$ cat src/rtl/load_store_unit.sv
// Byte/half/word load-store front end over a word-addressed memory with a registered read port.
// Sub-word stores are read-modify-write; misaligned or illegal-size requests complete at once with resp_err.
module load_store_unit #(
  parameter int addresswidth = 32
) (
  input  logic                    clk,
  input  logic                    reset_n,
  input  logic                    req_valid,
  output logic                    req_ready,
  input  logic                    req_write,
  input  logic [1:0]              req_size,
  input  logic                    req_signed,
  input  logic [addresswidth-1:0] req_addr,
  input  logic [31:0]             req_wdata,
  output logic                    resp_valid,
  output logic [31:0]             resp_rdata,
  output logic                    resp_err,
  output logic [addresswidth-1:0] mem_address,
  output logic                    mem_read_en,
  output logic                    mem_write_en,
  output logic [31:0]             mem_data_in,
  input  logic [31:0]             mem_data_out
);

  typedef enum logic [1:0] {S_IDLE, S_RD, S_LD, S_WR} state_t;

  state_t                  state_q;
  logic                    write_q;
  logic [1:0]              size_q;
  logic                    signed_q;
  logic [addresswidth-1:0] addr_q;
  logic [15:0]             wdata_q;
  logic [31:0]             wbuf_q;
  logic                    resp_valid_q;
  logic                    resp_err_q;
  logic [31:0]             resp_rdata_q;

  logic        req_misalign;
  logic [7:0]  lane_b;
  logic [15:0] lane_h;
  logic [31:0] ld_ext;
  logic [31:0] mask;
  logic [31:0] ins;
  logic [31:0] merged;

  assign req_misalign = (req_size == 2'b11) ||
                        ((req_size == 2'b01) && req_addr[0]) ||
                        ((req_size == 2'b10) && (req_addr[1:0] != 2'b00));

  // Memory side depends only on state and latched fields, never on live request inputs.
  assign req_ready    = (state_q == S_IDLE);
  assign mem_read_en  = (state_q == S_RD);
  assign mem_write_en = (state_q == S_WR);
  assign mem_address  = {2'b00, addr_q[addresswidth-1:2]};
  assign mem_data_in  = wbuf_q;

  assign resp_valid = resp_valid_q;
  assign resp_err   = resp_err_q;
  assign resp_rdata = resp_rdata_q;

  always_comb begin
    lane_b = 8'h00;
    lane_h = 16'h0000;
    ld_ext = mem_data_out;
    mask   = 32'h0000_0000;
    ins    = 32'h0000_0000;
    case (addr_q[1:0])
      2'b00:   lane_b = mem_data_out[7:0];
      2'b01:   lane_b = mem_data_out[15:8];
      2'b10:   lane_b = mem_data_out[23:16];
      default: lane_b = mem_data_out[31:24];
    endcase
    lane_h = addr_q[1] ? mem_data_out[31:16] : mem_data_out[15:0];
    case (size_q)
      2'b00:   ld_ext = signed_q ? {{24{lane_b[7]}}, lane_b} : {24'h000000, lane_b};
      2'b01:   ld_ext = signed_q ? {{16{lane_h[15]}}, lane_h} : {16'h0000, lane_h};
      default: ld_ext = mem_data_out;
    endcase
    if (size_q == 2'b00) begin
      mask = 32'h0000_00FF << {addr_q[1:0], 3'b000};
      ins  = {4{wdata_q[7:0]}};
    end else begin
      mask = addr_q[1] ? 32'hFFFF_0000 : 32'h0000_FFFF;
      ins  = {2{wdata_q}};
    end
    merged = (mem_data_out & ~mask) | (ins & mask);
  end

  always_ff @(posedge clk or negedge reset_n) begin
    if (!reset_n) begin
      state_q      <= S_IDLE;
      write_q      <= 1'b0;
      size_q       <= 2'b00;
      signed_q     <= 1'b0;
      addr_q       <= '0;
      wdata_q      <= 16'h0000;
      wbuf_q       <= 32'h0000_0000;
      resp_valid_q <= 1'b0;
      resp_err_q   <= 1'b0;
      resp_rdata_q <= 32'h0000_0000;
    end else begin
      resp_valid_q <= 1'b0;
      case (state_q)
        S_IDLE: begin
          if (req_valid) begin
            write_q  <= req_write;
            size_q   <= req_size;
            signed_q <= req_signed;
            addr_q   <= req_addr;
            wdata_q  <= req_wdata[15:0];
            if (req_misalign) begin
              resp_valid_q <= 1'b1;
              resp_err_q   <= 1'b1;
              resp_rdata_q <= 32'h0000_0000;
            end else if (req_write && (req_size == 2'b10)) begin
              wbuf_q  <= req_wdata;
              state_q <= S_WR;
            end else begin
              state_q <= S_RD;
            end
          end
        end
        S_RD: state_q <= S_LD;
        S_LD: begin
          if (write_q) begin
            wbuf_q  <= merged;
            state_q <= S_WR;
          end else begin
            resp_rdata_q <= ld_ext;
            resp_valid_q <= 1'b1;
            resp_err_q   <= 1'b0;
            state_q      <= S_IDLE;
          end
        end
        S_WR: begin
          resp_valid_q <= 1'b1;
          resp_err_q   <= 1'b0;
          resp_rdata_q <= 32'h0000_0000;
          state_q      <= S_IDLE;
        end
        default: state_q <= S_IDLE;
      endcase
    end
  end

endmodule

$ cat config.mk
export PLATFORM = sky130hd
export DESIGN_NAME = load_store_unit
export DESIGN_NICKNAME = d
export VERILOG_FILES = /design/src/rtl/load_store_unit.sv
export SDC_FILE = /design/constraint.sdc
export NUM_CORES = 1
export LEC_CHECK = 0
export CAP_MARGIN = 20
export CORE_MARGIN = 4
export CORE_UTILIZATION = 47
export CTS_BUF_LIST = sky130_fd_sc_hd__clkbuf_16
export DETAILED_ROUTE_END_ITERATION = 12
export PLACE_DENSITY = 0.93
export SLEW_MARGIN = 10
export SYNTH_ARGS = -nofsm -noshare
export SYNTH_HDL_FRONTEND = slang
export SYNTH_SLANG_ARGS = --single-unit
$ cat constraint.sdc
create_clock -name clk -period 2.1 [get_ports clk]
set_input_delay 0.63 -clock clk [delete_from_list [all_inputs] [get_ports clk]]
set_output_delay 0.63 -clock clk [all_outputs]
set_load 0.03 [all_outputs]
==> results of run 1 <==
[synth_stat cells (all sizes together), types with 2 or more instances]
cell type	n	share of area, %
mux2i	55	8.9
inv	4	0.24
buf	61	6.8
nor2	29	1.8
a32o	7	1.1
nor2b	2	0.20
nand3	8	0.73
nand2	43	2.6
mux2	82	16
o21ai	38	3.1
clkbuf	10	0.60
a21oi	35	3.0
dfrtp	120	48
nor3b	2	0.32
a221oi	2	0.28
o211ai	8	0.97
a31oi	16	1.6
or3	2	0.20
nand2b	12	1.2
[cell type report]
type                    count  area share [%]
well taps                 172            2.40
inverters                   5           0.210
repair buffers            230            26.5
clock buffers              17            4.75
multi-input cells         358            30.7
clock inverters            15            1.87
flip-flops and latches    120            33.5
[cells in the final DEF (no fill, tap or decap), drive strengths merged, types with 2 or more instances in the layout]
cell type and n:
nor3b 2, clkinv 9, dfrtp 120, dlygate4sd2 30, or3 2, clkdlybuf4s50 129
a32o 7, mux2i 55, a31oi 16, bufinv 4, buf 31, nand3 8
mux2 82, nand2b 12, conb 2, nor2 29, a221oi 2, inv 7
a21oi 35, o21ai 38, nand2 43, clkbuf 17, o211ai 8, nor2b 2
dlymetal6s2s 40
[registers in the layout (all words and copies together), names as in the netlist]
signal       cells
addr_q          32
mem_data_in     32
resp_rdata      32
wdata_q         16
size_q           2
state_q          2
resp_err         1
resp_valid       1
signed_q         1
write_q          1
[metal layers]
metal  up-vias  routed length (µm)  part of all wire [%]
li1       2296                   -                     -
met1      2474                7770                    40
met2       250                8990                    47
met3        47                1770                   9.2
met4         0                 716                   3.7
met5         -                   0                     0
[power by group through the flow]
stage	registers (W)	logic (W)	clock network [W]
after floorplan	0.00526	0.00427	0
after global placement	0.00421	0.00785	0
after detailed placement	0.00431	0.00801	0
after CTS	0.00427	0.00785	0.00299
after global routing	0.00441	0.00823	0.00308
final	0.00426	0.00776	0.00295
[cell families after synthesis]
| logic type | count (synthesis) | share of synthesized area, % |
|---|---|---|
| multiplexers | 137 | 24.5 |
| buffers and inverters | 76 | 7.74 |
| flip-flops | 120 | 48.3 |
| AO/OA/AOI/OAI | 115 | 11.5 |
| AND/OR/NAND/NOR | 104 | 7.82 |
| other | 1 | 0.0604 |
[timing repair]
item	in CTS	in global routing
gates resized for setup	30	42
setup buffers	0	0
setup endpoints to repair	30	71
cloned	0	0
hold buffers	0	0
[worst paths after layout]
check | start | to | slack, ns | depth (start not counted)
max in group asynchronous | reset_n | addr_q[13] | 1.34 | 2
min in group clk | resp_rdata[27] | resp_rdata[27] | 0.48 | 2
hold / removal | reset_n | mem_data_in[7] | 0.06 | 1
setup reg to reg | state_q[0] | mem_data_in[8] | 0.15 | 6
setup / recovery | resp_rdata[9] | resp_rdata[9] | 0.04 | 1
hold reg to reg | resp_rdata[27] | resp_rdata[27] | 0.48 | 2
[through the flow]
step	hold slack, ns	power, W	instances
final	0.0558	0.0150	917
after global routing	0.0476	0.0157	917
after CTS	0.0339	0.0151	917
after detailed placement	0.469	0.0123	885
after global placement	0.460	0.0121	885
after floorplan	0.334	0.00953	554
==> metrics.csv, run 1 <==
stage;metric;value;unit
grt;antenna violations before repair;0;
sta;final setup fails;0;
power;Clk pwr share;19.7;%
die;row count;41;
power;leakage;4.39;nW
worst_setup_path;critical path data arrival time;1.43;ns
grt;GRT Total Usage;25.9;%
place;setup slack at placement;-0.401;ns
grt;met1 GRT Util;32.1;%
sta;Setup TNS Final;0;ns
status;status;finished, final reports clean;
layout;post-route cell area;0.00895;mm²
clocking;clock latency on the worst-skew pair;0.42;ns
logic_synthesis;flops & latches, synth;120;
die;starting density of the core;48.6;%
logic_synthesis;Mean Syn Cell Area;11.2;µm²
logic_synthesis;ys flop type;dfrtp_1;
layout;Nets;835;
worst_setup_path;required time of the critical path;1.47;ns
layout;Area growth syn-to-layout;44.2;%
route;Pre-Repair DR Iteration Count;5;
worst_setup_path;Critical Path Slowest Stage Cell;clkdlybuf4s50_1;
clocking;clk root buf;clkbuf_16;
route;Total Wirelength;19300;µm
grt;vias in the first global route;5416;
power;internal power;0.00879;W
sta;post-route setup slack;0.0376;ns
die;Die X;123;µm
layout;filler instances;928;
worst_setup_path;critical-path cell list;clkdlybuf4s50_1;
sta;Slew Limit Fails;0;
clocking;H-tree levels;4;
logic_synthesis;register area share after synthesis;48.3;%
worst_setup_path;critical path class;register to primary output;
power;Power Density;1670;mW/mm²
logic_synthesis;async set-reset flop share out of synthesis;100;%
clocking;CTS clk-pin slew, worst paths;0.05;ns
layout;Util after Layout;70.1;%
die;IO Count;204;
worst_setup_path;Max stage delay on crit path;0.68;ns
power;maximum vdd ir drop;922;µV
sta;Clock Skews;0.0107;ns
sta;Hold Violations, Final;0;
layout;layout cells sized above 1;20.3;%
route;residual DRC count;0;
sta;fin crit period;2.06;ns
die;Total Die Area;0.0151;mm²
sta;worst rel slew slack;65.6;%
power;Sw Ratio;41.2;%
die;Die Span Y;123;µm
grt;largest net degree at the start of global routing;50;
power;combinational share of power;51.8;%
route;total number of vias;5067;
sta;final period utilization;98.2;%
worst_setup_path;Worst setup SP type;register;
grt;met2 Usage GRT;41.1;%
layout;diode count;0;
place;port buffer count;201;
worst_setup_path;Worst setup EP type;primary output;
route;Detailed Route Iter0 Violations;351;
logic_synthesis;Synth warnings;0;
route;DR WL/cell;21.0;µm
route;DR vias/cell;5.53;
place;Final GP Congestion;0.939;
hold_path;Hold WC Path Type;input port to async pin;
power;switching pwr;0.00617;W
grt;grt ovf;0;
sta;worst slew pin tran;0.517;ns
layout;Register Area;0.00300;mm²
die;Core Area;0.0128;mm²
logic_synthesis;Syn Inst Count;553;
grt;first-pass GRT wire length;29400;µm
logic_synthesis;synthesized cell area;0.00621;mm²
clocking;CTS tree;yes;
worst_setup_path;Buf/Inv on CP;1;
logic_synthesis;Post-synth EDFFs;0;
place;dpl cell area;0.00829;mm²
grt;met3 Resource Use GR;8.19;%
clocking;number of buffers created by CTS;17;
flow_run;Maximum Capacitance Violations;0;
sta;FMAX;0.485;GHz
sta;unrepaired setup endpoints after global routing;false;
worst_setup_path;Worst Path Max Fanout;2;
logic_synthesis;post-synth cell types;48;
worst_setup_path;Largest delay share family, worst path;buffers and inverters;
place;DP Wirelength;14500;µm
clocking;Max clock buf depth;2;
route;Final ANT Viol Nets;0;
layout;area of the multi-input gates;0.00275;mm²
grt;most used routing layer;met2;
power;Seq pwr share;28.5;%
clocking;total clock sinks;120;
No activity file was read; power rests on OpenSTA's default activity.
==> run 2: changes to the inputs <==
Settings changed: CORE_UTILIZATION 47 to 45, PLACE_DENSITY 0.93 to 0.9.
==> metrics.csv, run 2 (synthesis results as in run 1) <==
stage;metric;value;unit;change
worst_setup_path;Worst setup EP type;primary output;;
sta;Hold Violations, Final;0;;unchanged
clocking;number of buffers created by CTS;17;;unchanged
clocking;total clock sinks;120;;unchanged
route;Pre-Repair DR Iteration Count;5;;unchanged
worst_setup_path;Worst setup SP type;register;;
clocking;H-tree levels;4;;unchanged
layout;post-route cell area;0.00912;mm²;+1.9%
worst_setup_path;worst r2r src;state_q[0];;
die;Total Die Area;0.0157;mm²;+4.1%
power;Power Density;1690;mW/mm²;+0.96%
power;internal power;0.00913;W;+3.9%
place;port buffer count;201;;unchanged
worst_setup_path;Largest delay share family, worst path;buffers and inverters;;
power;maximum vdd ir drop;1060;µV;+15%
die;starting density of the core;46.3;%;-2.3 points
route;DR WL/cell;21.3;µm;+1.4%
route;total number of vias;5182;;+2.3%
route;Detailed Route Iter0 Violations;487;;+39%
route;Final ANT Viol Nets;0;;unchanged
sta;fin crit period;2.07;ns;+0.00413 ns
die;IO Count;204;;unchanged
hold_path;Hold WC Path Type;input port to async pin;;
worst_setup_path;Worst Path Max Fanout;2;;unchanged
worst_setup_path;Max stage delay on crit path;0.68;ns;about the same
worst_setup_path;critical-path cell list;clkdlybuf4s50_1;;
clocking;CTS clk-pin slew, worst paths;0.06;ns;about the same
power;Seq pwr share;27.5;%;-1.0 points
sta;worst rel slew slack;64.0;%;-1.6 points
sta;final period utilization;98.4;%;+0.20 points
die;Die Span Y;125;µm;+2.1%
worst_setup_path;Critical Path Slowest Stage Cell;clkdlybuf4s50_1;;
place;DP Wirelength;14800;µm;+1.7%
route;Total Wirelength;19700;µm;+2.3%
power;combinational share of power;50.6;%;-1.2 points
sta;Setup TNS Final;0;ns;unchanged
grt;largest net degree at the start of global routing;42;;-16%
flow_run;Maximum Capacitance Violations;0;;unchanged
grt;first-pass GRT wire length;30500;µm;+3.5%
grt;vias in the first global route;5444;;+0.52%
power;switching pwr;0.00626;W;+1.4%
grt;GRT Total Usage;24.9;%;-1.0 points
layout;Area growth syn-to-layout;46.9;%;
clocking;clk root buf;clkbuf_16;;
worst_setup_path;required time of the critical path;1.47;ns;about the same
place;dpl cell area;0.00835;mm²;+0.69%
sta;worst slew pin tran;0.540;ns;+0.0235 ns
worst_setup_path;R2R Setup Slk;0.14;ns;about the same
sta;Slew Limit Fails;0;;unchanged
die;row count;42;;+2.4%
die;Die X;125;µm;+2.1%
clocking;clock latency on the worst-skew pair;0.42;ns;about the same
worst_setup_path;critical path class;register to primary output;;
sta;unrepaired setup endpoints after global routing;false;;
status;status;finished, final reports clean;;
die;Core Area;0.0134;mm²;+4.9%
layout;most frequent cells in the layout;dfrtp_1, clkdlybuf4s50_1, mux2_2;;
power;Clk pwr share;21.9;%;+2.2 points
worst_setup_path;end of the worst register-to-register path;mem_data_in[9];;
route;residual DRC count;0;;unchanged
clocking;Setup Fix Bufs, Post-CTS;0;;unchanged
layout;most common cell after layout, fill and taps aside;dfrtp_1;;
clocking;CTS tree;yes;;
place;Final GP Congestion;0.890;;-5.2%
worst_setup_path;Buf/Inv on CP;1;;unchanged
worst_setup_path;worst reg2reg path depth;6;;unchanged
layout;layout cells sized above 1;21.5;%;+1.2 points
grt;grt ovf;0;;unchanged
sta;Clock Skews;0.00657;ns;-0.00409 ns
layout;diode count;0;;unchanged
layout;Nets;839;;+0.48%
clocking;Max clock buf depth;2;;unchanged
power;leakage;4.64;nW;+5.8%
worst_setup_path;critical path data arrival time;1.44;ns;about the same
grt;antenna violations before repair;0;;unchanged
power;Sw Ratio;40.7;%;-0.58 points
route;DR vias/cell;5.60;;+1.4%
sta;FMAX;0.484;GHz;-0.20%
sta;final setup fails;0;;unchanged
## run 2: changes by cell type in the layout (fill, tap and decap cells not counted), sizes merged
cell | before | now
clkinvlp | 0 | 2
clkdlybuf4s50 | 129 | 110
dlymetal6s2s | 40 | 51
bufinv | 4 | 7
clkinv | 9 | 6
buf | 31 | 36
dlygate4sd2 | 30 | 37
inv | 7 | 5
## run 2: through the flow
stage / instances / hold WS [ns] / setup WS [ns] / power [W] / util, %
2_1_floorplan: 554 / 0.334 / 0.229 / 0.00953 / -
3_3_place_gp: 893 / 0.462 / -0.366 / 0.0121 / 62.3
3_5_place_dp: 893 / 0.476 / -0.392 / 0.0124 / 62.3
4_1_cts: 925 / 0.191 / 0.000297 / 0.0155 / 67.0
5_1_grt: 925 / 0.207 / 0.000730 / 0.0161 / 68.1
6_report: 925 / 0.189 / 0.0335 / 0.0154 / 68.1
## run 2: per-layer routing
metal  GRT usage, %  vias to the layer above  wire length, µm
li1               -                     2309                -
met1           30.0                     2577             7840
met2           41.3                      253             9640
met3           8.27                       43             1620
met4           9.82                        0              601
met5              0                        -                0
## run 2: repair_timing
item                                    CTS  global route
endpoints found under the setup margin   37            65
hold buffers                              0             0
pin swaps                                 0             0
resized for setup                        37            54
## run 2: how the worst max path moves through the flow
stage                 from         endpoint  slack, ns  cells after the start
6_report         addr_q[9]   mem_address[7]       0.03                      1
2_1_floorplan  req_size[0]  mem_data_in[12]       0.23                      5
4_1_cts         addr_q[31]  mem_address[29]     0.0003                      1
3_5_place_dp   req_size[0]  mem_data_in[30]      -0.39                      6
5_1_grt          addr_q[9]   mem_address[7]     0.0007                      1
3_3_place_gp   req_size[0]  mem_data_in[16]      -0.37                      6
## run 2: area by class of cell
class	instances	area (µm²)
clock buffers	17	425
clock inverters	15	256
fillers	1016	4280
inverters	5	18.8
multi-input cells	358	2750
flip-flops and latches	120	3000
well taps	176	220
repair buffers	234	2450
## run 2: power groups by stage
stage                     registers, W  logic [W]  clock network (W)
final                          0.00423    0.00778            0.00338
after global placement         0.00420    0.00789                  0
after detailed placement       0.00428    0.00807                  0
after floorplan                0.00526    0.00427                  0
after global routing           0.00435    0.00825            0.00352
after CTS                      0.00424    0.00787            0.00342
==> run 3: changes to the inputs <==
Settings changed: ABC_CLOCK_PERIOD_IN_PS set to 2000.
Clock period 2.1 ns to 2 ns, I/O delays scaled along.
==> metrics.csv, run 3 (synthesis results as in run 1) <==
stage;metric;value;unit;change
status;status;finished, final reports clean;;
sta;final period utilization;97.8;%;
worst_setup_path;Worst setup SP type;register;;
route;Pre-Repair DR Iteration Count;7;;+2
route;Detailed Route Iter0 Violations;411;;-16%
die;IO Count;204;;unchanged
worst_setup_path;Critical Path Slowest Stage Cell;and3_1;;
die;Core Area;0.0134;mm²;unchanged
die;starting density of the core;46.3;%;unchanged
grt;vias in the first global route;5567;;+2.3%
sta;worst slew pin tran;0.555;ns;+0.0151 ns
layout;Nets;855;;+1.9%
clocking;H-tree levels;4;;unchanged
layout;filler instances;1008;;-0.79%
worst_setup_path;Largest delay share family, worst path;simple AND/OR/NAND/NOR gates;;
layout;diode count;0;;unchanged
flow_run;Maximum Capacitance Violations;0;;unchanged
worst_setup_path;Max stage delay on crit path;0.56;ns;-0.12 ns
worst_setup_path;R2R Setup Slk;0.04;ns;-0.10 ns
clocking;Max clock buf depth;2;;unchanged
place;DP Wirelength;14700;µm;-0.50%
route;residual DRC count;0;;unchanged
layout;layout cells sized above 1;23.4;%;+1.9 points
place;Final GP Congestion;0.908;;+2.0%
worst_setup_path;Buf/Inv on CP;0;;-1
sta;post-route setup slack;0.0442;ns;+0.0108 ns
hold_path;Hold WC Path Type;input port to async pin;;
route;Total Wirelength;20300;µm;+3.0%
power;maximum vdd ir drop;1080;µV;+2.6%
die;Total Die Area;0.0157;mm²;unchanged
worst_setup_path;required time of the critical path;2.29;ns;+0.82 ns
clocking;clock latency on the worst-skew pair;0.41;ns;about the same
grt;grt ovf;0;;unchanged
worst_setup_path;critical path data arrival time;2.25;ns;+0.81 ns
die;row count;42;;unchanged
layout;Layout Cells excl Fill;941;;+1.7%
sta;Hold Violations, Final;0;;unchanged
place;setup slack at placement;-0.452;ns;-0.0595 ns
route;Final ANT Viol Nets;0;;unchanged
die;Die X;125;µm;unchanged
sta;FMAX;0.511;GHz;
power;Power Density;1740;mW/mm²;+3.1%
sta;worst rel slew slack;63.0;%;-1.0 points
sta;Slew Limit Fails;0;;unchanged
die;Die Span Y;125;µm;unchanged
clocking;clk root buf;clkbuf_16;;
sta;final setup fails;0;;unchanged
place;Placed Cells;899;;+0.67%
clocking;CTS tree;yes;;
route;total number of vias;5316;;+2.6%
grt;first-pass GRT wire length;29800;µm;-2.1%
layout;most frequent cells in the layout;dfrtp_1, clkdlybuf4s50_1, dlygate4sd2_1;;
worst_setup_path;critical path class;register to register;;
route;DR vias/cell;5.65;;+0.84%
sta;fin crit period;1.96;ns;
grt;antenna violations before repair;0;;unchanged
grt;GRT Total Usage;24.2;%;-0.74 points
worst_setup_path;critical-path cell list;and2b_1 > and3_1 > mux2i_1 > mux2_2;;
clocking;CTS clk-pin slew, worst paths;0.06;ns;about the same
place;port buffer count;201;;unchanged
clocking;total clock sinks;120;;unchanged
route;DR WL/cell;21.6;µm;+1.2%
clocking;number of buffers created by CTS;17;;unchanged
power;leakage;4.26;nW;-8.1%
layout;Area growth syn-to-layout;46.3;%;
layout;most common cell after layout, fill and taps aside;dfrtp_1;;
clocking;Post-CTS Hold Buffers;0;;unchanged
sta;Clock Skews;0.00568;ns;-0.000886 ns
grt;largest net degree at the start of global routing;35;;-17%
worst_setup_path;Worst setup EP type;register;;
worst_setup_path;Worst Path Max Fanout;8;;+6
==> run 3: area by class of cell <==
class                   count  area [µm²]  share of cell area, %
well taps                 176         220                   2.42
clock buffers              17         425                   4.68
multi-input cells         358        2770                   30.5
clock inverters            15         184                   2.02
flip-flops and latches    120        3000                   33.1
inverters                   5        18.8                  0.207
repair buffers            250        2460                   27.1
==> run 3: repair_timing <==
item	in CTS	in global routing
pin swaps	0	2
buffers inserted	0	5
cloned	0	5
setup endpoints to repair	116	55
gates resized for setup	98	9
==> run 3: per-stage QoR <==
step           total power, W  instance area, µm²  util, %   TNS, ns  hold slack [ns]
5_1_grt                0.0166                9090     67.8  -0.00709            0.158
3_5_place_dp           0.0130                8380     62.5    -35.98            0.476
3_3_place_gp           0.0127                8380     62.5    -28.99            0.460
2_1_floorplan          0.0100                6210        -         0            0.304
6_report               0.0158                9090     67.8         0            0.148
4_1_cts                0.0155                8880     66.2         0            0.141
==> run 3: layer usage <==
metal	share of wire, %	track usage (%)
met1	39	28.7
met2	48	40.2
met3	9.3	7.12
met4	3.6	11.1
met5	0	1.86
==> run 3: worst paths after layout <==
kind	startpoint	cells after the start	to
setup / recovery	state_q[0]	4	mem_data_in[28]
hold / removal	reset_n	1	mem_data_in[16]
setup reg to reg	state_q[0]	4	mem_data_in[28]
hold reg to reg	resp_rdata[22]	2	resp_rdata[22]
max in group asynchronous	reset_n	2	resp_rdata[18]
min in group clk	resp_rdata[22]	2	resp_rdata[22]
==> run 3: where the power goes <==
part | switching, W | total, W | internal, W
sequential | 0.000801 | 0.00444 | 0.00363
combinational | 0.00480 | 0.00822 | 0.00342
clock | 0.00109 | 0.00316 | 0.00206
total | 0.00669 | 0.0158 | 0.00912
